<file path="src/rtl/gray_word_packer.sv">
// Packs a stream of 8-bit gray pixels into little-endian 32-bit words and
// queues them in a first-word-fall-through FIFO for a DMA consumer.
module gray_word_packer #(
  parameter int FIFO_DEPTH = 8
) (
  input  logic        clock,
  input  logic        reset,
  input  logic        grayValid,
  input  logic [7:0]  grayPixel,
  input  logic        frameStart,
  input  logic        lineEnd,
  output logic        wordValid,
  output logic [31:0] wordData,
  input  logic        wordReady,
  output logic        overflow,
  output logic [15:0] wordCount
);
  localparam int AW = $clog2(FIFO_DEPTH);

  typedef enum logic [1:0] {LANE0, LANE1, LANE2, LANE3} lane_e;

  lane_e        lane_q, lane_d, lane_cur;
  logic [23:0]  acc_q, acc_d, acc_cur;
  logic [31:0]  word;
  logic         pend_q, pend_d;
  logic [31:0]  pend_data_q, pend_data_d;
  logic [AW:0]  wr_ptr_q, rd_ptr_q;
  logic [31:0]  mem_q [FIFO_DEPTH];
  logic         ovf_q, ovf_d;
  logic [15:0]  cnt_q, cnt_d;
  logic         empty, full, pop, push_acc, bypass, wr_en, rd_en, drop;

  // frameStart clears the packer before the same-cycle pixel is taken
  always_comb begin
    lane_cur    = frameStart ? LANE0 : lane_q;
    acc_cur     = frameStart ? 24'h0 : acc_q;
    word        = {8'h00, acc_cur};
    word[{lane_cur, 3'b000} +: 8] = grayPixel;
    lane_d      = lane_cur;
    acc_d       = acc_cur;
    pend_d      = 1'b0;
    pend_data_d = pend_data_q;
    if (grayValid) begin
      if (lane_cur == LANE3 || lineEnd) begin
        lane_d      = LANE0;
        acc_d       = 24'h0;
        pend_d      = 1'b1;
        pend_data_d = word;
      end else begin
        lane_d = lane_e'(lane_cur + 2'd1);
        acc_d  = word[23:0];
      end
    end
  end

  // A completed word waits one cycle in the pending stage before the push, so
  // a frameStart in that cycle still counts it. While the FIFO is empty the
  // pending word is shown directly at the head to keep latency at one cycle.
  always_comb begin
    empty     = (wr_ptr_q == rd_ptr_q);
    full      = (wr_ptr_q[AW] != rd_ptr_q[AW]) &&
                (wr_ptr_q[AW-1:0] == rd_ptr_q[AW-1:0]);
    wordValid = !empty || pend_q;
    wordData  = empty ? pend_data_q : mem_q[rd_ptr_q[AW-1:0]];
    pop       = wordValid && wordReady;
    push_acc  = pend_q && (!full || pop);
    bypass    = empty && pop;
    wr_en     = push_acc && !bypass;
    rd_en     = pop && !empty;
    drop      = pend_q && !push_acc;
    cnt_d     = (frameStart ? 16'h0 : cnt_q) + {15'h0, push_acc};
    ovf_d     = (frameStart ? 1'b0 : ovf_q) | drop;
  end

  always_ff @(posedge clock) begin
    if (reset) begin
      lane_q      <= LANE0;
      acc_q       <= 24'h0;
      pend_q      <= 1'b0;
      pend_data_q <= 32'h0;
      wr_ptr_q    <= '0;
      rd_ptr_q    <= '0;
      ovf_q       <= 1'b0;
      cnt_q       <= 16'h0;
    end else begin
      lane_q      <= lane_d;
      acc_q       <= acc_d;
      pend_q      <= pend_d;
      pend_data_q <= pend_data_d;
      wr_ptr_q    <= wr_ptr_q + {{AW{1'b0}}, wr_en};
      rd_ptr_q    <= rd_ptr_q + {{AW{1'b0}}, rd_en};
      ovf_q       <= ovf_d;
      cnt_q       <= cnt_d;
    end
  end

  always_ff @(posedge clock) begin
    if (!reset && wr_en) mem_q[wr_ptr_q[AW-1:0]] <= pend_data_q;
  end

  assign overflow  = ovf_q;
  assign wordCount = cnt_q;
endmodule

</file>
<file path="config.mk">
export PLATFORM = sky130hd
export DESIGN_NAME = gray_word_packer
export DESIGN_NICKNAME = d
export VERILOG_FILES = /design/src/rtl/gray_word_packer.sv
export SDC_FILE = /design/constraint.sdc
export NUM_CORES = 1
export LEC_CHECK = 0
export CORE_MARGIN = 1
export CORE_UTILIZATION = 30
export DETAILED_ROUTE_END_ITERATION = 8
export PLACE_DENSITY_LB_ADDON = 0.05
export SETUP_SLACK_MARGIN = 0.1
export SYNTH_ARGS = -nofsm -noshare
export SYNTH_HDL_FRONTEND = slang
export SYNTH_SLANG_ARGS = --single-unit
export TNS_END_PERCENT = 30
</file>
<file path="constraint.sdc">
create_clock -name clock -period 8.9 [get_ports clock]
set_input_delay 1.335 -clock clock [delete_from_list [all_inputs] [get_ports clock]]
set_output_delay 1.335 -clock clock [all_outputs]
set_load 0.005 [all_outputs]
</file>
==> results of run 1 <==
registers in the layout (all words and copies together), names as in the netlist:
register     count
acc_q           24
lane_q           2
mem_q          256
overflow         1
pend_data_q     32
pend_q           1
rd_ptr_q         4
wordCount       16
wr_ptr_q         4
layout by cell type, fill, tap and decap left out, types with 3 or more instances in the layout:
cell type,n
clkbuf_1,12
nor4_1,4
clkinv_2,3
nand3_1,7
ha_1,11
dfxtp_1,81
edfxtp_1,256
o31a_1,3
clkdlybuf4s50_1,62
nor2b_1,19
mux2i_1,32
xor2_1,5
nor2_1,96
nor3_1,28
clkinv_1,5
inv_1,7
a22oi_1,8
nand2b_1,5
clkbuf_8,7
buf_4,13
mux4_2,64
nand2_1,6
a21oi_1,35
and3_1,6
xnor2_1,16
clkbuf_16,42
nor2_4,6
a22o_1,24
nand4_1,3
a221oi_1,24
area by class of cell:
class / instances / area, um^2
fill: 4218 / 28140
sequential: 340 / 9378
multi-input combinational: 423 / 3836
clock buffer: 61 / 1192
tap: 592 / 740.7
timing repair buffer: 76 / 723.2
clock inverter: 13 / 82.58
inverter: 8 / 30.03
antenna: 1 / 2.502
metrics by stage:
step	total power (uW)	setup WS [ns]
finish	3563	4.060
global route	3701	3.734
CTS	3620	3.900
detailed placement	2042	4.472
global placement	2041	4.472
floorplan	1910	4.111
worst paths after layout:
| path | slack, ns | from | endpoint |
|---|---|---|---|
| setup / recovery | 4.06 | rd_ptr_q[0]$_SDFF_PP0_ | wordData[20] |
| hold / removal | 0.48 | acc_q[10]$_SDFF_PP0_ | acc_q[10]$_SDFF_PP0_ |
| setup reg to reg | 5.70 | rd_ptr_q[1]$_SDFF_PP0_ | mem_q[4][19]$_DFFE_PP_ |
| hold reg to reg | 0.48 | acc_q[10]$_SDFF_PP0_ | acc_q[10]$_SDFF_PP0_ |
layer usage:
layer | share of wire | track usage
met1 | 0.46 | 0.2033
met2 | 0.49 | 0.2546
met3 | 0.035 | 0.02662
met4 | 0.018 | 0.04089
met5 | 0 | 0
critical path, cell delays in order, from the launching register on:
cell,delay (ns)
dfxtp_4,0.70
buf_4,0.85
mux4_2,0.61
mux2i_1,0.14
a21oi_1,0.11
clkdlybuf4s50_1,0.53
cell families after synthesis:
logic type | synth area share
DFF | 0.6999
adders and majority gates | 0.01028
xor gates and xnor gates | 0.01552
buffers and inverters | 0.01795
and+or+nand+nor | 0.06992
AOI/OAI and AO/OA | 0.05478
muxes | 0.1316
power by group:
part,switching [uW],internal (uW)
Combinational,126,133
Clock,634,927
Sequential,29.8,1710
Total,790,2770
==> results.py, run 1 <==
metrics = {
    "worst_setup_path": {
        "cp-end-kind": "primary output",
        "cp.arrival_ns": 3.51,
        "setup.worst_path.start_class": "register",
        "r2r_cells": 5,
        "required_ns": 7.57,
        "crit_type": "register to primary output",
        "worstPathMaxFanout": 42,
    },
    "global_route": {
        "grt_overflow": 0,
        "first_global_vias": 7801,
        "gr-usage-all-layers": 0.1523,
        "grt_pass1_wl_um": 50410,
        "antenna_found_initial": 0,
        "grt_max_degree": 67,
    },
    "sta": {
        "setup_tns_ns": 0,
        "slew_viol_final": 0,
        "grt_setup_unrepaired": "no",
        "finalCritPeriodShare": 0.5438,
        "tightest_slew_ns": 1.127,
        "fmax_mhz": 206.6,
        "slew_headroom": 0.2424,
        "whs_ns": 0.4777,
        "worst_clock_skew_ns": 0.01854,
        "setup_viol": 0,
        "period_needed_ns": 4.840,
        "hold_viol": 0,
    },
    "final_layout": {
        "area_growth_pct": 19.42,
        "final_core_util": 0.3623,
        "final_nets": 914,
        "fin_cells": 1514,
        "finish.instance_area_um2": 15990,
        "drive_gt1_frac": 0.1661,
    },
    "synth": {
        "ys_types": 44,
        "async_flop_share": 0,
        "syn-num-nets": 842,
        "synthTopCellsByCount": "256 x edfxtp_1, 102 x nor2_1, 84 x dfxtp_1",
        "synth-main-ff-cell": "edfxtp_1",
        "ys.warnings.count": 0,
        "synth.avg_cell_area_um2": 16.38,
        "yosysTopAreaCellShare": 0.5743,
        "netlist_area_um2": 13390,
        "synth.largest_area_cell": "edfxtp_1",
        "syn_inst": 817,
        "ys_seq_elements": 340,
        "synth_most_common_cell": "edfxtp_1",
        "synth_area_leaders": "edfxtp_1 57%, dfxtp_1 13%, mux4_2 11%",
        "synth-edff-count": 256,
        "yosysSeqAreaShare": 0.6999,
    },
    "clock_tree": {
        "htree_num_levels": 2,
        "cts_buffers": 40,
        "cts-hold-fix-buffers": 0,
        "tritoncts": "done",
        "worstSkewPairLatency_ns": 0.53,
        "postCtsSetupBuffers": 0,
        "cts_root_buf": "clkbuf_16",
        "postCtsResizedCells": 0,
        "cts.clk_slew.worst_paths_ns": 0.06,
        "cts_buffer_depth": 3,
        "cts_sinks": 340,
    },
    "floorplan": {
        "core-area_um2": 44120,
        "start_util": 0.3034,
        "chipHeight_um": 213.2,
        "die_area_um2": 45470,
        "fp.dieW_um": 213.2,
        "ios": 64,
        "rows": 77,
    },
    "worst_hold_path": {
        "hold_path_depth": 1,
        "hold_path.class": "register to register",
    },
    "pwr": {
        "leakage_uw": 0.005010,
        "ir_worst_vdd_mv": 0.1076,
        "powerDensity_nw_per_um2": 222.9,
    },
    "drt": {
        "drt-total-wl_um": 33600,
        "firstDrtPassIters": 4,
        "initialDrtViolationCount": 429,
        "routedWlPerCell_um": 22.19,
        "viasPerCell": 4.865,
        "via_count": 7366,
        "antenna_left": 0,
        "drc": 0,
    },
    "job": {
        "maxCapViolCount": 0,
    },
    "placement": {
        "dp_cells": 1439,
        "place_area_um2": 14710,
        "dpl.hpwl_um": 18790,
        "portBuffers": 63,
        "gp_congestion": 0.7817,
    },
    "status": {
        "status": "completed",
    },
}
Note: power is estimated with default switching activity, not from simulation.
==> run 2: changes to the inputs <==
==> constraint.sdc (replaced) <==
create_clock -name clock -period 4.8 [get_ports clock]
set_input_delay 0.72 -clock clock [delete_from_list [all_inputs] [get_ports clock]]
set_output_delay 0.72 -clock clock [all_outputs]
set_load 0.005 [all_outputs]
==> run 2 against run 1 <==
Effect of this change: hold slack worse by 0.072 ns; wire length down 4.8%; non-clock buffer count up 6; sequential share of layout area down 0.17 points; sequential cell count unchanged; sequential power up 86%; setup slack worse by 3.0 ns; critical path type unchanged.
==> results.py, run 2 (synthesis results as in run 1) <==
metrics = {
    "global_route": {
        "gr-usage-all-layers": 0.1467,
        "grt_overflow": 0,
        "grt_pass1_wl_um": 49400,
        "first_global_vias": 7868,
        "grt_max_degree": 66,
        "antenna_found_initial": 2,
    },
    "drt": {
        "firstDrtPassIters": 4,
        "highest_layer": "met5",
        "wl_met3_um": 1207,
        "drt-total-wl_um": 31970,
        "routedWlPerCell_um": 21.12,
        "via_count": 7238,
        "initialDrtViolationCount": 399,
        "antenna_left": 0,
        "met1Wirelength_um": 14090,
        "viasPerCell": 4.781,
        "drc": 0,
        "wl_met2_um": 16060,
    },
    "worst_setup_path": {
        "path_delay_family": "buffers and inverters",
        "path_depth": 5,
        "cp-end-kind": "primary output",
        "r2r_cells": 5,
        "crit_type": "register to primary output",
        "required_ns": 4.08,
        "crit_path_cell_trace": "buf_12, mux4_2, mux2i_1, a21oi_1, clkdlybuf4s50_1",
        "cpPeakStageDelay_ns": 0.76,
        "worstPathMaxFanout": 30,
        "slowest_stage": "dfxtp_4",
        "cp.arrival_ns": 2.98,
        "setup.worst_path.start_class": "register",
        "cp.buffers_inverters": 2,
    },
    "placement": {
        "portBuffers": 63,
        "dpl.hpwl_um": 18940,
        "gp_congestion": 0.7385,
    },
    "sta": {
        "hold_viol": 0,
        "setup_viol": 0,
        "fmax_mhz": 270.1,
        "tightest_slew_ns": 1.109,
        "grt_setup_unrepaired": "no",
        "setup_tns_ns": 0,
        "slew_headroom": 0.2609,
        "worst_clock_skew_ns": 0.01110,
        "finalCritPeriodShare": 0.7713,
        "slew_viol_final": 0,
        "period_needed_ns": 3.702,
    },
    "pwr": {
        "leakage_uw": 0.005040,
        "switching_power_uw": 1417,
        "ir_worst_vdd_mv": 0.2121,
        "p_int_uw": 5209,
        "power_frac_clock": 0.440,
        "switching_share": 0.2139,
        "power_frac_seq": 0.487,
        "powerDensity_nw_per_um2": 413.4,
        "combPwrFrac": 0.073,
    },
    "job": {
        "maxCapViolCount": 0,
    },
    "final_layout": {
        "fillCellCount": 4258,
        "mostFrequentLayoutCells": "256 x edfxtp_1, 96 x nor2_1, 81 x dfxtp_1",
        "final_core_util": 0.3632,
        "final_nets": 919,
        "drive_gt1_frac": 0.1692,
        "antennaDiodeCount": 0,
        "final_common_cell": "edfxtp_1",
        "largest_register_ffs": 256,
        "area_growth_pct": 19.73,
    },
    "floorplan": {
        "rows": 77,
        "die_area_um2": 45470,
        "fp.dieW_um": 213.2,
        "ios": 64,
        "chipHeight_um": 213.2,
        "start_util": 0.3034,
        "core-area_um2": 44120,
    },
    "clock_tree": {
        "cts.clk_slew.worst_paths_ns": 0.06,
        "cts_root_buf": "clkbuf_16",
        "worstSkewPairLatency_ns": 0.52,
        "tritoncts": "done",
        "cts_sinks": 340,
        "cts-hold-fix-buffers": 0,
        "postCtsSetupBuffers": 0,
        "cts_buffer_depth": 3,
        "cts_buffers": 39,
        "postCtsResizedCells": 0,
        "htree_num_levels": 2,
    },
    "worst_hold_path": {
        "hold_path_depth": 2,
        "hold_path.class": "input pin to register",
    },
    "status": {
        "status": "completed",
    },
}
[run 2: cell types whose count changed in the layout (fill, tap and decap cells not counted), sizes merged]
cell,previous run,this run
clkbuf,61,54
buf,14,20
bufinv,0,4
clkinvlp,2,1
diode,1,0
inv,10,9
[run 2: power groups by stage]
stage	clock [uW]	sequential [uW]	combinational [uW]
floorplan	0	3260	285
global placement	0	3290	494
detailed placement	0	3290	495
CTS	3010	3230	497
global route	3110	3240	533
finish	2910	3230	483
[run 2: cell type report]
cell class / instances / area, um^2 / share of cell area
clock buffer: 54 / 1075 / 0.06706
clock inverter: 15 / 176.4 / 0.01101
inverter: 8 / 30.03 / 0.001874
multi-input combinational: 423 / 3836 / 0.2394
sequential: 340 / 9375 / 0.5850
tap: 592 / 740.7 / 0.04622
timing repair buffer: 82 / 793.3 / 0.04950
[run 2: final timing paths]
check / startpoint / end / slack (ns)
max: rd_ptr_q[0]$_SDFF_PP0_ / wordData[18] / 1.10
min: reset / rd_ptr_q[2]$_SDFF_PP0_ / 0.41
max reg2reg: rd_ptr_q[0]$_SDFF_PP0_ / mem_q[5][1]$_DFFE_PP_ / 1.93
min reg2reg: acc_q[13]$_SDFF_PP0_ / acc_q[13]$_SDFF_PP0_ / 0.48
[run 2: metrics by stage]
step	cells	cell area, um^2	hold slack (ns)	total power, uW	setup slack [ns]
6_report	1514	16030	0.4053	6626	1.098
5_1_grt	1514	16030	0.3980	6882	0.8981
2_1_floorplan	817	13390	0.4432	3541	0.6262
3_3_place_gp	1445	14780	0.4625	3786	1.187
4_1_cts	1514	16030	0.3839	6735	0.9746
3_5_place_dp	1445	14780	0.4558	3788	1.112
[run 2: routing by layer]
layer	vias to the layer above	GRT usage
met1	3706	0.1877
met3	47	0.02559
met4	2	0.03867
met5	-	0
met2	130	0.2554
li1	3353	-
==> run 3: changes to the inputs <==
==> constraint.sdc (replaced) <==
create_clock -name clock -period 3.15 [get_ports clock]
set_input_delay 0.4725 -clock clock [delete_from_list [all_inputs] [get_ports clock]]
set_output_delay 0.4725 -clock clock [all_outputs]
set_load 0.005 [all_outputs]
==> run 3 against run 2 <==
Effect of this change: register-to-register slack worse by 1.2 ns; sequential power grew 52%; largest cell class unchanged; final cell count increased by 3.5%; combinational power grew 84%.
==> results.py, run 3 (synthesis results as in run 1) <==
metrics = {
    "status": {
        "status": "completed",
    },
    "clock_tree": {
        "cts_root_buf": "clkbuf_16",
        "htree_num_levels": 2,
        "cts-hold-fix-buffers": 0,
        "cts_sinks": 340,
        "cts.clk_slew.worst_paths_ns": 0.06,
        "worstSkewPairLatency_ns": 0.55,
        "cts_buffer_depth": 3,
        "tritoncts": "done",
        "cts_buffers": 38,
    },
    "drt": {
        "drc": 0,
        "via_count": 7647,
        "viasPerCell": 4.880,
        "initialDrtViolationCount": 572,
        "routedWlPerCell_um": 22.96,
        "drt-total-wl_um": 35980,
        "antenna_left": 0,
        "firstDrtPassIters": 7,
    },
    "final_layout": {
        "drive_gt1_frac": 0.2154,
        "antennaDiodeCount": 0,
        "final_nets": 973,
        "fin_cells": 1567,
        "fillCellCount": 4207,
        "area_growth_pct": 24.42,
        "final_common_cell": "edfxtp_1",
        "multi_input_area_um2": 3869,
        "seqCellArea_um2": 9378,
        "largest_register_ffs": 256,
        "mostFrequentLayoutCells": "256 x edfxtp_1, 96 x nor2_1, 81 x dfxtp_1",
    },
    "worst_setup_path": {
        "setup.worst_path.start_class": "register",
        "path_delay_family": "buffers and inverters",
        "slowest_stage": "mux4_2",
        "cpPeakStageDelay_ns": 0.55,
        "worstPathMaxFanout": 6,
        "required_ns": 2.68,
        "cp-end-kind": "primary output",
        "crit_type": "register to primary output",
        "crit_path_cell_trace": "buf_12, buf_6, mux4_2, mux2i_1, a21oi_1, clkdlybuf4s50_1",
        "cp.buffers_inverters": 3,
        "cp.arrival_ns": 2.51,
    },
    "pwr": {
        "leakage_uw": 0.005468,
        "powerDensity_nw_per_um2": 594.4,
        "ir_worst_vdd_mv": 0.2913,
    },
    "placement": {
        "dp_cells": 1477,
        "dpl.hpwl_um": 22750,
        "place_ws_ns": 0.06295,
        "portBuffers": 63,
        "gp_congestion": 0.7364,
    },
    "global_route": {
        "grt_overflow": 0,
        "antenna_found_initial": 0,
        "gr-usage-met3": 0.03633,
        "first_global_vias": 7839,
        "grt_max_degree": 51,
        "gr-max-usage-layer": "met2",
        "gr-usage-met1": 0.2399,
        "gr-usage-all-layers": 0.1646,
        "grt_pass1_wl_um": 53290,
        "global_route.usage.met2": 0.2455,
    },
    "floorplan": {
        "die_area_um2": 45470,
        "chipHeight_um": 213.2,
        "start_util": 0.3034,
        "ios": 64,
        "core-area_um2": 44120,
        "fp.dieW_um": 213.2,
        "rows": 77,
    },
    "sta": {
        "grt_setup_unrepaired": "yes",
        "tightest_slew_ns": 0.5411,
        "worst_clock_skew_ns": 0.01418,
        "setup_tns_ns": 0,
        "slew_headroom": 0.6379,
        "period_needed_ns": 2.979,
        "slew_viol_final": 0,
        "finalCritPeriodShare": 0.9457,
        "setup_viol": 0,
        "post-route-worst-setup-slack_ns": 0.1711,
        "fmax_mhz": 335.7,
        "hold_viol": 0,
        "whs_ns": 0.2692,
    },
    "job": {
        "maxCapViolCount": 0,
    },
    "worst_hold_path": {
        "hold_path.class": "input pin to register",
    },
}
run 3: worst register-to-register path: stages (launching register included):
cell and delay, ns:
dfxtp_4 0.39, buf_4 0.16, xnor2_2 0.14, and3_1 0.21, a21oi_1 0.16, ha_1 0.26
ha_1 0.29, nand3b_1 0.10, nor4_1 0.38, xnor2_1 0.18, nor2_1 0.05
run 3: metal layers:
layer / vias up / wire, um / part of all wire
li1: 3467 / - / -
met1: 3949 / 17440 / 0.48
met2: 183 / 16000 / 0.44
met3: 48 / 1749 / 0.049
met4: 0 / 784 / 0.022
met5: - / 0 / 0
run 3: final timing paths:
check / start / endpoint / slack (ns) / cells past startpoint
setup / recovery: rd_ptr_q[0]$_SDFF_PP0_ / wordData[1] / 0.17 / 6
hold / removal: reset / pend_data_q[20]$_SDFFE_PP0P_ / 0.27 / 2
setup reg to reg: rd_ptr_q[0]$_SDFF_PP0_ / wordCount[14]$_SDFF_PP0_ / 0.73 / 10
hold reg to reg: acc_q[8]$_SDFF_PP0_ / acc_q[8]$_SDFF_PP0_ / 0.48 / 1
run 3: power breakdown:
| part | internal [uW] | switching (uW) | total [uW] |
|---|---|---|---|
| registers | 4830 | 60.3 | 4900 |
| clock network | 2360 | 1760 | 4120 |
| logic | 447 | 442 | 889 |
run 3: layout make-up:
type | instances | area share
inverters | 8 | 0.001803
clock inverters | 21 | 0.007213
multi-input cells | 423 | 0.2323
well taps | 592 | 0.04448
flip-flops and latches | 340 | 0.5631
clock buffers | 46 | 0.06078
repair buffers | 137 | 0.09031
run 3: what timing repair did:
item	CTS	global route
gates cloned	3	0
resized for setup	39	1
pin swaps	1	0
setup endpoints to repair	32	8
buffers inserted	11	9
run 3: through the flow:
step	cell area, um^2	util	total power, uW
after detailed placement	15210	0.3447	5855
final	16650	0.3774	9899
after global routing	16650	0.3774	10290
after global placement	15210	0.3447	5847
after CTS	16570	0.3755	10030
after floorplan	13390	-	5397
